File: src/rtl/core_pkg.sv
// Shared types and widths for the core pipeline stages.
package core_pkg;
    localparam int WORD_W     = 32;
    localparam int REG_ADDR_W = 5;

    typedef enum logic {
        IDLE = 1'b0,
        BUSY = 1'b1
    } mem_state_t;

    // Bundle handed to the MEM/WB register.
    typedef struct packed {
        logic [WORD_W-1:0]     alu_result;
        logic [WORD_W-1:0]     mem_data;
        logic [REG_ADDR_W-1:0] rd_addr;
        logic                  reg_w;
        logic                  mem_to_reg;
    } memwb_t;

    // A bubble writes nothing back; all fields are driven to zero.
    localparam memwb_t MEMWB_BUBBLE = '0;
endpackage

File: src/rtl/mem_wait_timer.sv
// Counts cycles a memory request has waited; expired once MAX_WAIT is reached.
module mem_wait_timer #(
    parameter int MAX_WAIT = 15
) (
    input  logic clk,
    input  logic rst_n,
    input  logic clear,
    input  logic enable,
    output logic expired
);
    localparam int CW = $clog2(MAX_WAIT + 1);

    logic [CW-1:0] cnt;

    // Wait counter, updated on the falling edge like the pipeline registers.
    always_ff @(negedge clk or negedge rst_n) begin
        if (!rst_n)      cnt <= '0;
        else if (clear)  cnt <= '0;
        else if (enable) cnt <= cnt + CW'(1);
    end

    assign expired = (cnt == CW'(MAX_WAIT));
endmodule

File: src/rtl/mem_access_stage.sv
// MEM stage: performs loads/stores over a req/ack data-memory port, stalls
// upstream while an access is outstanding, and drives the MEM/WB bundle.
module mem_access_stage
    import core_pkg::*;
#(
    parameter int MAX_WAIT = 15
) (
    input  logic                  clk,
    input  logic                  rst_n,
    input  logic [WORD_W-1:0]     ALU_result_in,
    input  logic [WORD_W-1:0]     Mem_w_data_in,
    input  logic [REG_ADDR_W-1:0] Rd_addr_in,
    input  logic                  Reg_w_in,
    input  logic                  Mem_r_in,
    input  logic                  Mem_w_in,
    input  logic                  Mem_to_reg_in,
    output logic                  dmem_req,
    output logic                  dmem_we,
    output logic [WORD_W-1:0]     dmem_addr,
    output logic [WORD_W-1:0]     dmem_wdata,
    input  logic                  dmem_ack,
    input  logic [WORD_W-1:0]     dmem_rdata,
    output logic                  stall,
    output logic [WORD_W-1:0]     Mem_data_out,
    output logic [WORD_W-1:0]     ALU_result_out,
    output logic [REG_ADDR_W-1:0] Rd_addr_out,
    output logic                  Reg_w_out,
    output logic                  Mem_to_reg_out,
    output logic                  mem_err
);
    mem_state_t            state_q, state_d;
    memwb_t                out_q;
    logic [REG_ADDR_W-1:0] lat_rd;
    logic                  lat_reg_w, lat_m2r;
    logic                  access, misaligned, expired;

    assign access     = Mem_r_in | Mem_w_in;
    assign misaligned = |ALU_result_in[1:0];

    mem_wait_timer #(.MAX_WAIT(MAX_WAIT)) u_timer (
        .clk     (clk),
        .rst_n   (rst_n),
        .clear   ((state_q != BUSY) | dmem_ack | expired),
        .enable  ((state_q == BUSY) & ~dmem_ack),
        .expired (expired)
    );

    // Stall holds the access in EX/MEM until it completes; a timeout releases it
    // so the dropped instruction is not reissued. Reset forces it low at once.
    assign stall = rst_n & (((state_q == IDLE) & access & ~misaligned) |
                            ((state_q == BUSY) & ~dmem_ack & ~expired));

    // State register.
    always_ff @(negedge clk or negedge rst_n) begin
        if (!rst_n) state_q <= IDLE;
        else        state_q <= state_d;
    end

    // Next-state: start on an aligned access, finish on ack or timeout.
    always_comb begin
        state_d = state_q;
        case (state_q)
            IDLE: if (access && !misaligned) state_d = BUSY;
            BUSY: if (dmem_ack || expired)   state_d = IDLE;
            default: state_d = IDLE;
        endcase
    end

    // Request port, latched instruction fields, MEM/WB bundle and sticky error.
    always_ff @(negedge clk or negedge rst_n) begin
        if (!rst_n) begin
            dmem_req   <= 1'b0;
            dmem_we    <= 1'b0;
            dmem_addr  <= '0;
            dmem_wdata <= '0;
            lat_rd     <= '0;
            lat_reg_w  <= 1'b0;
            lat_m2r    <= 1'b0;
            out_q      <= MEMWB_BUBBLE;
            mem_err    <= 1'b0;
        end else begin
            case (state_q)
                IDLE: begin
                    if (!access) begin
                        out_q.alu_result <= ALU_result_in;
                        out_q.mem_data   <= '0;
                        out_q.rd_addr    <= Rd_addr_in;
                        out_q.reg_w      <= Reg_w_in;
                        out_q.mem_to_reg <= Mem_to_reg_in;
                    end else if (misaligned) begin
                        mem_err <= 1'b1;
                        out_q   <= MEMWB_BUBBLE;
                    end else begin
                        dmem_req   <= 1'b1;
                        dmem_we    <= Mem_w_in;  // load+store together counts as store
                        dmem_addr  <= ALU_result_in;
                        dmem_wdata <= Mem_w_data_in;
                        lat_rd     <= Rd_addr_in;
                        lat_reg_w  <= Reg_w_in;
                        lat_m2r    <= Mem_to_reg_in;
                        out_q      <= MEMWB_BUBBLE;
                    end
                end
                BUSY: begin
                    if (dmem_ack) begin
                        dmem_req         <= 1'b0;
                        out_q.alu_result <= dmem_addr;
                        out_q.mem_data   <= dmem_we ? '0 : dmem_rdata;
                        out_q.rd_addr    <= lat_rd;
                        out_q.reg_w      <= lat_reg_w & ~dmem_we;
                        out_q.mem_to_reg <= lat_m2r;
                    end else begin
                        out_q <= MEMWB_BUBBLE;
                        if (expired) begin
                            dmem_req <= 1'b0;
                            mem_err  <= 1'b1;
                        end
                    end
                end
                default: out_q <= MEMWB_BUBBLE;
            endcase
        end
    end

    assign ALU_result_out = out_q.alu_result;
    assign Mem_data_out   = out_q.mem_data;
    assign Rd_addr_out    = out_q.rd_addr;
    assign Reg_w_out      = out_q.reg_w;
    assign Mem_to_reg_out = out_q.mem_to_reg;
endmodule
File: config.mk
export PLATFORM = sky130hd
export DESIGN_NAME = mem_access_stage
export DESIGN_NICKNAME = d
export VERILOG_FILES = /design/src/rtl/core_pkg.sv /design/src/rtl/mem_wait_timer.sv /design/src/rtl/mem_access_stage.sv
export SDC_FILE = /design/constraint.sdc
export NUM_CORES = 1
export LEC_CHECK = 0
export BUFFER_PORTS_ARGS = -buffer_cell sky130_fd_sc_hd__buf_2
export CAP_MARGIN = 0
export CORE_ASPECT_RATIO = 1.1
export CORE_MARGIN = 3
export CORE_UTILIZATION = 50
export DETAILED_ROUTE_END_ITERATION = 6
export PLACE_DENSITY = 0.81
export SKIP_CTS_REPAIR_TIMING = 1
export SLEW_MARGIN = 20
export SYNTH_ARGS = -nofsm -noshare
export SYNTH_HDL_FRONTEND = slang
export SYNTH_SLANG_ARGS = --single-unit
File: constraint.sdc
create_clock -name clk -period 2.94 [get_ports clk]
set_input_delay 0.294 -clock clk [delete_from_list [all_inputs] [get_ports clk]]
set_output_delay 0.294 -clock clk [all_outputs]
set_load 0.005 [all_outputs]
After elaboration in Yosys (flattened, before gate mapping)

Index checks and enable logic that the tools add are counted.

Bitwise operators: 15
Muxes and demuxes: 19
Equal/unequal tests: 7
Reductions and logical operators: 8
Add/sub/neg operators: 1

Operator list:

| cell                  | number |
|---|---|
| $mux W71              | 2 |
| $pmux W71 S2          | 1 |
| $mux W32              | 1 |
| $mux W1               | 10 |
| $mux W4               | 2 |
| $ne A2 B2 Y1 const B  | 4 |
| $and A1 B1 Y1         | 6 |
| $pmux W1 S2           | 3 |
| $reduce_and A3 Y1     | 2 |
| $not A1 Y1            | 5 |
| $add A4 B1 Y4 const B | 1 |
| $eq A4 B4 Y1 const B  | 1 |
| $or A1 B1 Y1          | 4 |
| $reduce_and A4 Y1     | 1 |
| $ne A3 B2 Y1 const B  | 1 |
| $ne A2 B1 Y1 const B  | 1 |
| $reduce_bool A2 Y1    | 1 |
| $reduce_or A2 Y1      | 1 |
| $logic_and A1 B1 Y1   | 1 |
| $logic_not A1 Y1      | 1 |
| $logic_or A1 B1 Y1    | 1 |

Output and inout port bits: 139
Word-level logic and storage cells: 65
Bits of input ports: 108
Bits in registers: 150

Longest topological paths before layout

Gate-level depths: netlist of the first run.

Depth in word-level cells: 5
Gate-level depth with buffers: 5
Mapped depth without buffers: 4

Hierarchy

A second synthesis of the first run with hierarchy kept.

Cells, all modules: 340
Area, all modules: 5408.9 um2

Modules (own cells, without submodules):

| module           | area each (um2) | instances | sequential area each (um2) | cells an instance |
|---|---|---|---|---|
| mem_access_stage | 5210.0          | 1         | 3653.5                     | 323 |
| mem_wait_timer   | 198.9           | 1         | 100.1                      | 17 |

==> results of run 1 <==
-- stage by stage --
| stage | TNS (ps) | cells | power (mW) | utilization | cell area, um2 |
|---|---|---|---|---|---|
| 3_5_place_dp | -12850 | 730 | 3.552 | 0.6675 | 7068 |
| 6_report | -502.1 | 765 | 5.608 | 0.7263 | 7691 |
| 2_1_floorplan | -2860 | 338 | 3.028 | - | 5559 |
| 5_1_grt | -613.5 | 765 | 5.855 | 0.7263 | 7691 |
| 3_3_place_gp | -11310 | 730 | 3.503 | 0.6675 | 7068 |
| 4_1_cts | -550.5 | 762 | 5.649 | 0.7218 | 7644 |
-- state kept, by name (all words and copies together), names as in the netlist --
| name | cells |
|---|---|
| lat_reg_w | 1 |
| Reg_w_out | 1 |
| Mem_data_out | 32 |
| dmem_wdata | 32 |
| ALU_result_out | 32 |
| u_timer.cnt | 4 |
| mem_err | 1 |
| dmem_req | 1 |
| lat_rd | 5 |
| lat_m2r | 1 |
| Mem_to_reg_out | 1 |
| dmem_we | 1 |
| state_q | 1 |
| Rd_addr_out | 5 |
| dmem_addr | 32 |
-- critical path: stages (launching register included) --
cell	delay, ps
sky130_fd_sc_hd__dfrtn_1	340
sky130_fd_sc_hd__or4_4	580
sky130_fd_sc_hd__buf_16	150
sky130_fd_sc_hd__a21boi_2	100
sky130_fd_sc_hd__buf_2	120
-- Yosys cell counts, drive strengths merged (2+ instances only) --
master  count
nand3       2
nor2        7
and2       35
dfrtn     150
mux2       70
a22o       39
nor3        2
nand2b      2
clkbuf      8
buf        11
-- worst max-delay path by stage --
stage / start / to / slack [ps]
after detailed placement: ALU_result_in[1] / dmem_addr[15] / -210
after global placement: ALU_result_in[1] / lat_rd[0] / -190
final: state_q / stall / -500
after floorplan: state_q / stall / -120
after global routing: state_q / stall / -590
after CTS: state_q / stall / -550
-- power by group through the flow --
stage	logic (mW)	clock network, mW	registers, mW
5_1_grt	1.03	2.21	2.61
3_5_place_dp	0.952	0	2.60
6_report	0.949	2.08	2.58
2_1_floorplan	0.416	0	2.61
4_1_cts	0.957	2.12	2.58
3_3_place_gp	0.918	0	2.58
-- logic make-up (layout without fill, tap and decap cells) --
| group | after synthesis | in the layout | share of synthesized area |
|---|---|---|---|
| AO/OA/AOI/OAI | 41 | 41 | 0.06459 |
| XOR/XNOR | 2 | 2 | 0.003162 |
| adder cells (fa/ha/maj) | 1 | 1 | 0.002258 |
| buffers and inverters | 20 | 304 | 0.02620 |
| flip-flops | 150 | 150 | 0.6775 |
| multiplexers | 70 | 70 | 0.1667 |
| AND/OR/NAND/NOR | 54 | 54 | 0.05962 |
-- area by class of cell --
| type | instances | area, um2 | share of cell area |
|---|---|---|---|
| Tap cell | 143 | 178.9 | 0.02326 |
| Sequential cell | 150 | 3754 | 0.4880 |
| Multi-Input combinational cell | 168 | 1654 | 0.2151 |
| Clock inverter | 13 | 132.6 | 0.01724 |
| Timing Repair Buffer | 271 | 1525 | 0.1983 |
| Clock buffer | 19 | 442.9 | 0.05759 |
| Inverter | 1 | 3.754 | 0.0004880 |
-- metal layers --
layer / vias to the layer above / global-route usage / share of wire
li1: 1732 / - / -
met1: 1945 / 0.2566 / 0.38
met2: 146 / 0.3798 / 0.54
met3: 14 / 0.05970 / 0.067
met4: 0 / 0.07686 / 0.012
met5: - / 0 / 0
==> qor.json, run 1 <==
{
  "worst_setup_path": {
    "worstRegToRegCells": 4,
    "cp_data_arrival_time_ps": 3150,
    "timing.critical_path.from_type": "flop",
    "reg2reg_slack_ps": 1150,
    "setup.worst_path.class": "flop to primary output",
    "largest_fanout_of_any_net_on_the_critical_path": 3,
    "reg2reg_to": "dmem_addr[9]",
    "r2r-start": "state_q",
    "endpoint_kind": "primary output",
    "cp.required_ps": 2650
  },
  "timing": {
    "final_max_slew_viol_count": 0,
    "worst_pin_slew_ps": 437.8,
    "hold_violation_total_from_the_final_report": 0,
    "timing.final.setup_violations": 1,
    "rsz_0062_raised_after_global_routing": "yes",
    "worst_clock_skew_ps": 5.812,
    "fin_ws_ps": -502.1,
    "hold-worst-slack_ps": 385.8,
    "max_slew_margin": 0.7081
  },
  "power_and_ir_drop": {
    "vdd_drop_max_mv": 0.3889,
    "intPower_mw": 4.235,
    "leakage_nw": 4.176,
    "p_comb_frac": 0.169,
    "share_of_power_burned_in_the_clock_network": 0.372,
    "pwr-share-seq": 0.459,
    "pwr_density_cell_mw_per_mm2": 729.2,
    "total_switching_power_mw": 1.374,
    "power.share.switching": 0.2449
  },
  "clocking": {
    "ctsRootBufferMaster": "sky130_fd_sc_hd__clkbuf_16",
    "numClockSinks": 150,
    "cts_buffers": 17,
    "cts_tree": "built",
    "worst_setup_hold_path_clk_slew_ps": 40,
    "clock_insertion_delay_worst_skew_ps": 390,
    "cts_max_level": 4,
    "cts_max_path_buffers": 2
  },
  "placed_design": {
    "routabilityCongestion": 0.7982,
    "port_buffers": 246,
    "detailedPlace.worstSlack_ps": -211.0,
    "post-dp-hpwl_um": 9763
  },
  "cells_and_area": {
    "diode_insertion_count_for_antenna_repair": 0,
    "commonest_cells_after_routing_fill_and_taps_aside": "sky130_fd_sc_hd__buf_2 (245), sky130_fd_sc_hd__dfrtn_1 (150), sky130_fd_sc_hd__a22o_1 (39)",
    "num-fill-cells": 707,
    "layout.nets": 718,
    "share_of_layout_cells_above_drive_strength_1": 0.6013,
    "layout_commonest_cell": "sky130_fd_sc_hd__buf_2",
    "syn_to_final_growth_pct": 38.82
  },
  "logic_synthesis": {
    "yosysTopAreaCellShare": 0.6775,
    "synth_top_area_cell": "sky130_fd_sc_hd__dfrtn_1",
    "seq_area_frac_synth": 0.6775,
    "yosys_most_used_dff": "sky130_fd_sc_hd__dfrtn_1",
    "postSynthAreaPerCell_um2": 16.39,
    "synthTopCellsByArea": "sky130_fd_sc_hd__dfrtn_1 (68%), sky130_fd_sc_hd__mux2_4 (9.8%), sky130_fd_sc_hd__mux2_2 (6.5%), sky130_fd_sc_hd__a22o_1 (6.2%), sky130_fd_sc_hd__and2_1 (4.0%)",
    "ys_async_sr_fraction": 1.000,
    "synth.cell_area_mm2": 0.005540,
    "synth_cell_type_count": 27,
    "synthesis.yosys.warnings": 0,
    "syn_nets": 447,
    "synthesis.instances": 338,
    "number_of_enable_flip_flop_cells_after_synthesis": 0,
    "synth-seq-cells": 150
  },
  "global_route": {
    "grt_antenna_before_repair": 0,
    "grt_start_max_net_pins": 44,
    "grt.overflow.total": 0,
    "first_pass_grt_wire_length_um": 20280,
    "grt_pass1_vias": 3930,
    "grt.total_usage": 0.2158
  },
  "flow_run": {
    "max_cap_violations": 0
  },
  "floorplanning": {
    "die_x_um": 106.4,
    "die-height_um": 116.4,
    "die-area_mm2": 0.01238,
    "boundaryPins": 247,
    "rows": 39,
    "initial_utilization": 0.5232,
    "core_area_mm2": 0.01059
  },
  "route": {
    "vias_per_cell": 5.016,
    "antenna_left": 0,
    "routed_wire_length_per_instance_um": 17.69,
    "post-route-drc-count": 0,
    "detail_route.first_pass.iterations": 4,
    "detailedRoute.firstIterationViolations": 104,
    "num_vias": 3837,
    "totalWireLength_um": 13530
  },
  "min_path": {
    "hold_path_class": "flop to flop",
    "min_delay_path_depth": 1,
    "min_to": "u_timer.cnt[0]",
    "hp-start": "u_timer.cnt[0]"
  },
  "status": {
    "failed_checks": "negative setup slack",
    "status": "finished with violations"
  }
}
No activity file was read; power rests on OpenSTA's default activity.
==> run 2: changes to the inputs <==
--- a/config.mk
+++ b/config.mk
@@ -9,9 +9,10 @@
 export CAP_MARGIN = 0
 export CORE_ASPECT_RATIO = 1.1
 export CORE_MARGIN = 3
-export CORE_UTILIZATION = 50
+export CORE_UTILIZATION = 52
+export CTS_BUF_LIST = sky130_fd_sc_hd__clkbuf_8
 export DETAILED_ROUTE_END_ITERATION = 6
-export PLACE_DENSITY = 0.81
+export PLACE_DENSITY = 0.84
 export SKIP_CTS_REPAIR_TIMING = 1
 export SLEW_MARGIN = 20
 export SYNTH_ARGS = -nofsm -noshare
==> run 2 against run 1 <==
Against the previous run: the run still ends with negative setup slack left; power down 7.4%; highest routed layer unchanged; combinational power about the same; cell count down 0.65%; clock power down 20%; largest power group unchanged; register-to-register slack better by 50 ps.
==> qor.json, run 2 (synthesis results as in run 1) <==
{
  "worst_setup_path": {
    "largest_fanout_of_any_net_on_the_critical_path": {"value": 3, "change": "unchanged"},
    "critical-path-slowest-cell": {"value": "sky130_fd_sc_hd__or4_4", "change": "unchanged"},
    "slowest_delay": {"value": 560, "unit": "ps", "change": "was 580 ps"},
    "timing.critical_path.from_type": {"value": "flop", "change": "unchanged"},
    "r2r-start": {"value": "state_q", "change": "unchanged"},
    "endpoint_kind": {"value": "primary output", "change": "unchanged"},
    "cp_data_arrival_time": {"value": 3140, "unit": "ps", "change": "was 3150 ps"},
    "setup.worst_path.class": {"value": "flop to primary output", "change": "unchanged"},
    "worstPathCellList": {"value": "or4_4, buf_12, a21boi_2, buf_2", "change": "was or4_4, buf_16, a21boi_2, buf_2"},
    "crit_start": {"value": "state_q", "change": "unchanged"},
    "cp.required": {"value": 2650, "unit": "ps", "change": "about the same"}
  },
  "flow_run": {
    "max_cap_violations": {"value": 0, "change": "unchanged"}
  },
  "route": {
    "vias_per_cell": {"value": 4.993, "change": "was 5.016"},
    "detail_route.first_pass.iterations": {"value": 4, "change": "unchanged"},
    "routed_wire_length_per_instance": {"value": 17.86, "unit": "um", "change": "was 17.69 um"},
    "totalWireLength": {"value": 13580, "unit": "um", "change": "was 13530 um"},
    "antenna_left": {"value": 0, "change": "unchanged"},
    "post-route-drc-count": {"value": 0, "change": "unchanged"},
    "num_vias": {"value": 3795, "change": "was 3837"},
    "detailedRoute.firstIterationViolations": {"value": 139, "change": "was 104"}
  },
  "placed_design": {
    "routabilityCongestion": {"value": 0.7584, "change": "was 0.7982"},
    "port_buffers": {"value": 246, "change": "unchanged"},
    "post-dp-hpwl": {"value": 9775, "unit": "um", "change": "was 9763 um"}
  },
  "floorplanning": {
    "die_x": {"value": 104.4, "unit": "um", "change": "was 106.4 um"},
    "die-height": {"value": 114.3, "unit": "um", "change": "was 116.4 um"},
    "boundaryPins": {"value": 247, "change": "unchanged"},
    "die-area": {"value": 0.01193, "unit": "mm2", "change": "was 0.01238 mm2"},
    "initial_utilization": {"value": 0.5471, "change": "was 0.5232"},
    "rows": {"value": 38, "change": "was 39"},
    "core_area": {"value": 0.01013, "unit": "mm2", "change": "was 0.01059 mm2"}
  },
  "timing": {
    "timing.final.setup_violations": {"value": 1, "change": "unchanged"},
    "final_max_slew_viol_count": {"value": 0, "change": "unchanged"},
    "max_slew_margin": {"value": 0.5845, "change": "was 0.7081"},
    "worst_clock_skew": {"value": 7.293, "unit": "ps", "change": "was 5.812 ps"},
    "timing.setup.tns": {"value": -492.9, "unit": "ps", "change": "was -502.1 ps"},
    "rsz_0062_raised_after_global_routing": {"value": "yes", "change": "unchanged"},
    "hold_violation_total_from_the_final_report": {"value": 0, "change": "unchanged"},
    "worst_pin_slew": {"value": 621.9, "unit": "ps", "change": "was 437.8 ps"},
    "fin_ws": {"value": -492.9, "unit": "ps", "change": "was -502.1 ps"}
  },
  "clocking": {
    "numClockSinks": {"value": 150, "change": "unchanged"},
    "clock_insertion_delay_worst_skew": {"value": 380, "unit": "ps", "change": "was 390 ps"},
    "cts_max_level": {"value": 4, "change": "unchanged"},
    "cts_tree": {"value": "built", "change": "unchanged"},
    "ctsRootBufferMaster": {"value": "sky130_fd_sc_hd__clkbuf_8", "change": "was sky130_fd_sc_hd__clkbuf_16"},
    "cts_buffers": {"value": 17, "change": "unchanged"},
    "cts_max_path_buffers": {"value": 2, "change": "unchanged"},
    "worst_setup_hold_path_clk_slew": {"value": 50, "unit": "ps", "change": "was 40 ps"}
  },
  "power_and_ir_drop": {
    "share_of_power_burned_in_the_clock_network": {"value": 0.321, "change": "was 0.372"},
    "pwr-share-seq": {"value": 0.497, "change": "was 0.459"},
    "vdd_drop_max": {"value": 0.3443, "unit": "mV", "change": "was 0.3889 mV"},
    "intPower": {"value": 3.838, "unit": "mW", "change": "was 4.235 mW"},
    "pwr_density_cell": {"value": 688.2, "unit": "mW/mm2", "change": "was 729.2 mW/mm2"},
    "total_switching_power": {"value": 1.352, "unit": "mW", "change": "was 1.374 mW"},
    "p_comb_frac": {"value": 0.183, "change": "was 0.169"},
    "leakage": {"value": 4.105, "unit": "nW", "change": "was 4.176 nW"},
    "power.share.switching": {"value": 0.2605, "change": "was 0.2449"}
  },
  "cells_and_area": {
    "seqCellArea": {"value": 0.003754, "unit": "mm2", "change": "unchanged"},
    "num-fill-cells": {"value": 700, "change": "was 707"},
    "share_of_layout_cells_above_drive_strength_1": {"value": 0.6032, "change": "was 0.6013"},
    "layout.nets": {"value": 716, "change": "was 718"},
    "syn_to_final_growth": {"value": 36.13, "unit": "%", "change": "was 38.82%"},
    "layout_commonest_cell": {"value": "sky130_fd_sc_hd__buf_2", "change": "unchanged"},
    "final_util": {"value": 0.7447, "change": "was 0.7263"},
    "total_area_of_multi_input_combinational_cells": {"value": 0.001669, "unit": "mm2", "change": "was 0.001654 mm2"},
    "diode_insertion_count_for_antenna_repair": {"value": 0, "change": "unchanged"},
    "commonest_cells_after_routing_fill_and_taps_aside": {"value": "sky130_fd_sc_hd__buf_2 (245), sky130_fd_sc_hd__dfrtn_1 (150), sky130_fd_sc_hd__a22o_1 (39)", "change": "unchanged"}
  },
  "min_path": {
    "hold_path_class": {"value": "flop to flop", "change": "unchanged"},
    "hp-start": {"value": "u_timer.cnt[0]", "change": "unchanged"}
  },
  "global_route": {
    "grt_start_max_net_pins": {"value": 40, "change": "was 44"},
    "grt_pass1_vias": {"value": 4125, "change": "was 3930"},
    "first_pass_grt_wire_length": {"value": 21180, "unit": "um", "change": "was 20280 um"},
    "grt.overflow.total": {"value": 0, "change": "unchanged"},
    "grt.total_usage": {"value": 0.2301, "change": "was 0.2158"},
    "grt_antenna_before_repair": {"value": 0, "change": "unchanged"}
  },
  "status": {
    "failed_checks": {"value": "negative setup slack", "change": "unchanged"},
    "status": {"value": "finished with violations", "change": "unchanged"}
  }
}
## run 2: cell types whose count changed in the layout (fill, tap and decap cells not counted), moves of 2 or more
cell / change
sky130_fd_sc_hd__clkbuf_16: -17
sky130_fd_sc_hd__clkbuf_8: +17
sky130_fd_sc_hd__buf_4: -4
sky130_fd_sc_hd__clkinv_2: -4
sky130_fd_sc_hd__inv_6: +3
sky130_fd_sc_hd__buf_12: +2
sky130_fd_sc_hd__clkinv_4: -2
## run 2: cell type report
cell class,count,share of cell area
Sequential cell,150,0.4977
Multi-Input combinational cell,168,0.2213
Timing Repair Buffer,269,0.2014
Clock buffer,18,0.03285
Tap cell,140,0.02322
Clock inverter,14,0.02306
Inverter,1,0.0004977
## run 2: routing by layer
metal	vias to the layer above	wire, um	track usage
met2	157	7455	0.4186
met5	-	0	0
met1	1903	5114	0.2658
li1	1716	-	-
met4	0	185	0.08156
met3	19	821	0.05640
## run 2: power groups by stage
stage / logic (mW) / registers (mW) / clock network (mW)
final: 0.948 / 2.58 / 1.67
after global routing: 1.02 / 2.62 / 1.79
after CTS: 0.954 / 2.58 / 1.69
after detailed placement: 0.953 / 2.61 / 0
after global placement: 0.917 / 2.59 / 0
after floorplan: 0.416 / 2.61 / 0
## run 2: worst paths after layout
path,to,slack [ps],cells after the start
setup / recovery,stall,-490,4
hold / removal,u_timer.cnt[0],390,1
setup reg to reg,dmem_addr[4],1200,4
hold reg to reg,u_timer.cnt[0],390,1
max in group asynchronous,ALU_result_out[29],1220,2
min in group asynchronous,dmem_wdata[30],1150,1
## run 2: worst max-delay path: cells and delay by family (launching register included)
family / cells / cell delay, ps
compound gates: 1 / 100
buf+inv: 2 / 270
flops: 1 / 360
simple gates: 1 / 560
## run 2: per-stage QoR
stage	setup slack [ps]	hold slack, ps	instances	instance area, um2	total power [mW]
final	-492.9	393.1	760	7542	5.190
after global routing	-555.7	443.6	760	7542	5.431
after detailed placement	-195.4	390.0	724	7057	3.558
after CTS	-563.4	395.9	756	7478	5.226
after global placement	-172.1	381.2	724	7057	3.502
after floorplan	-119.0	364.5	338	5559	3.028
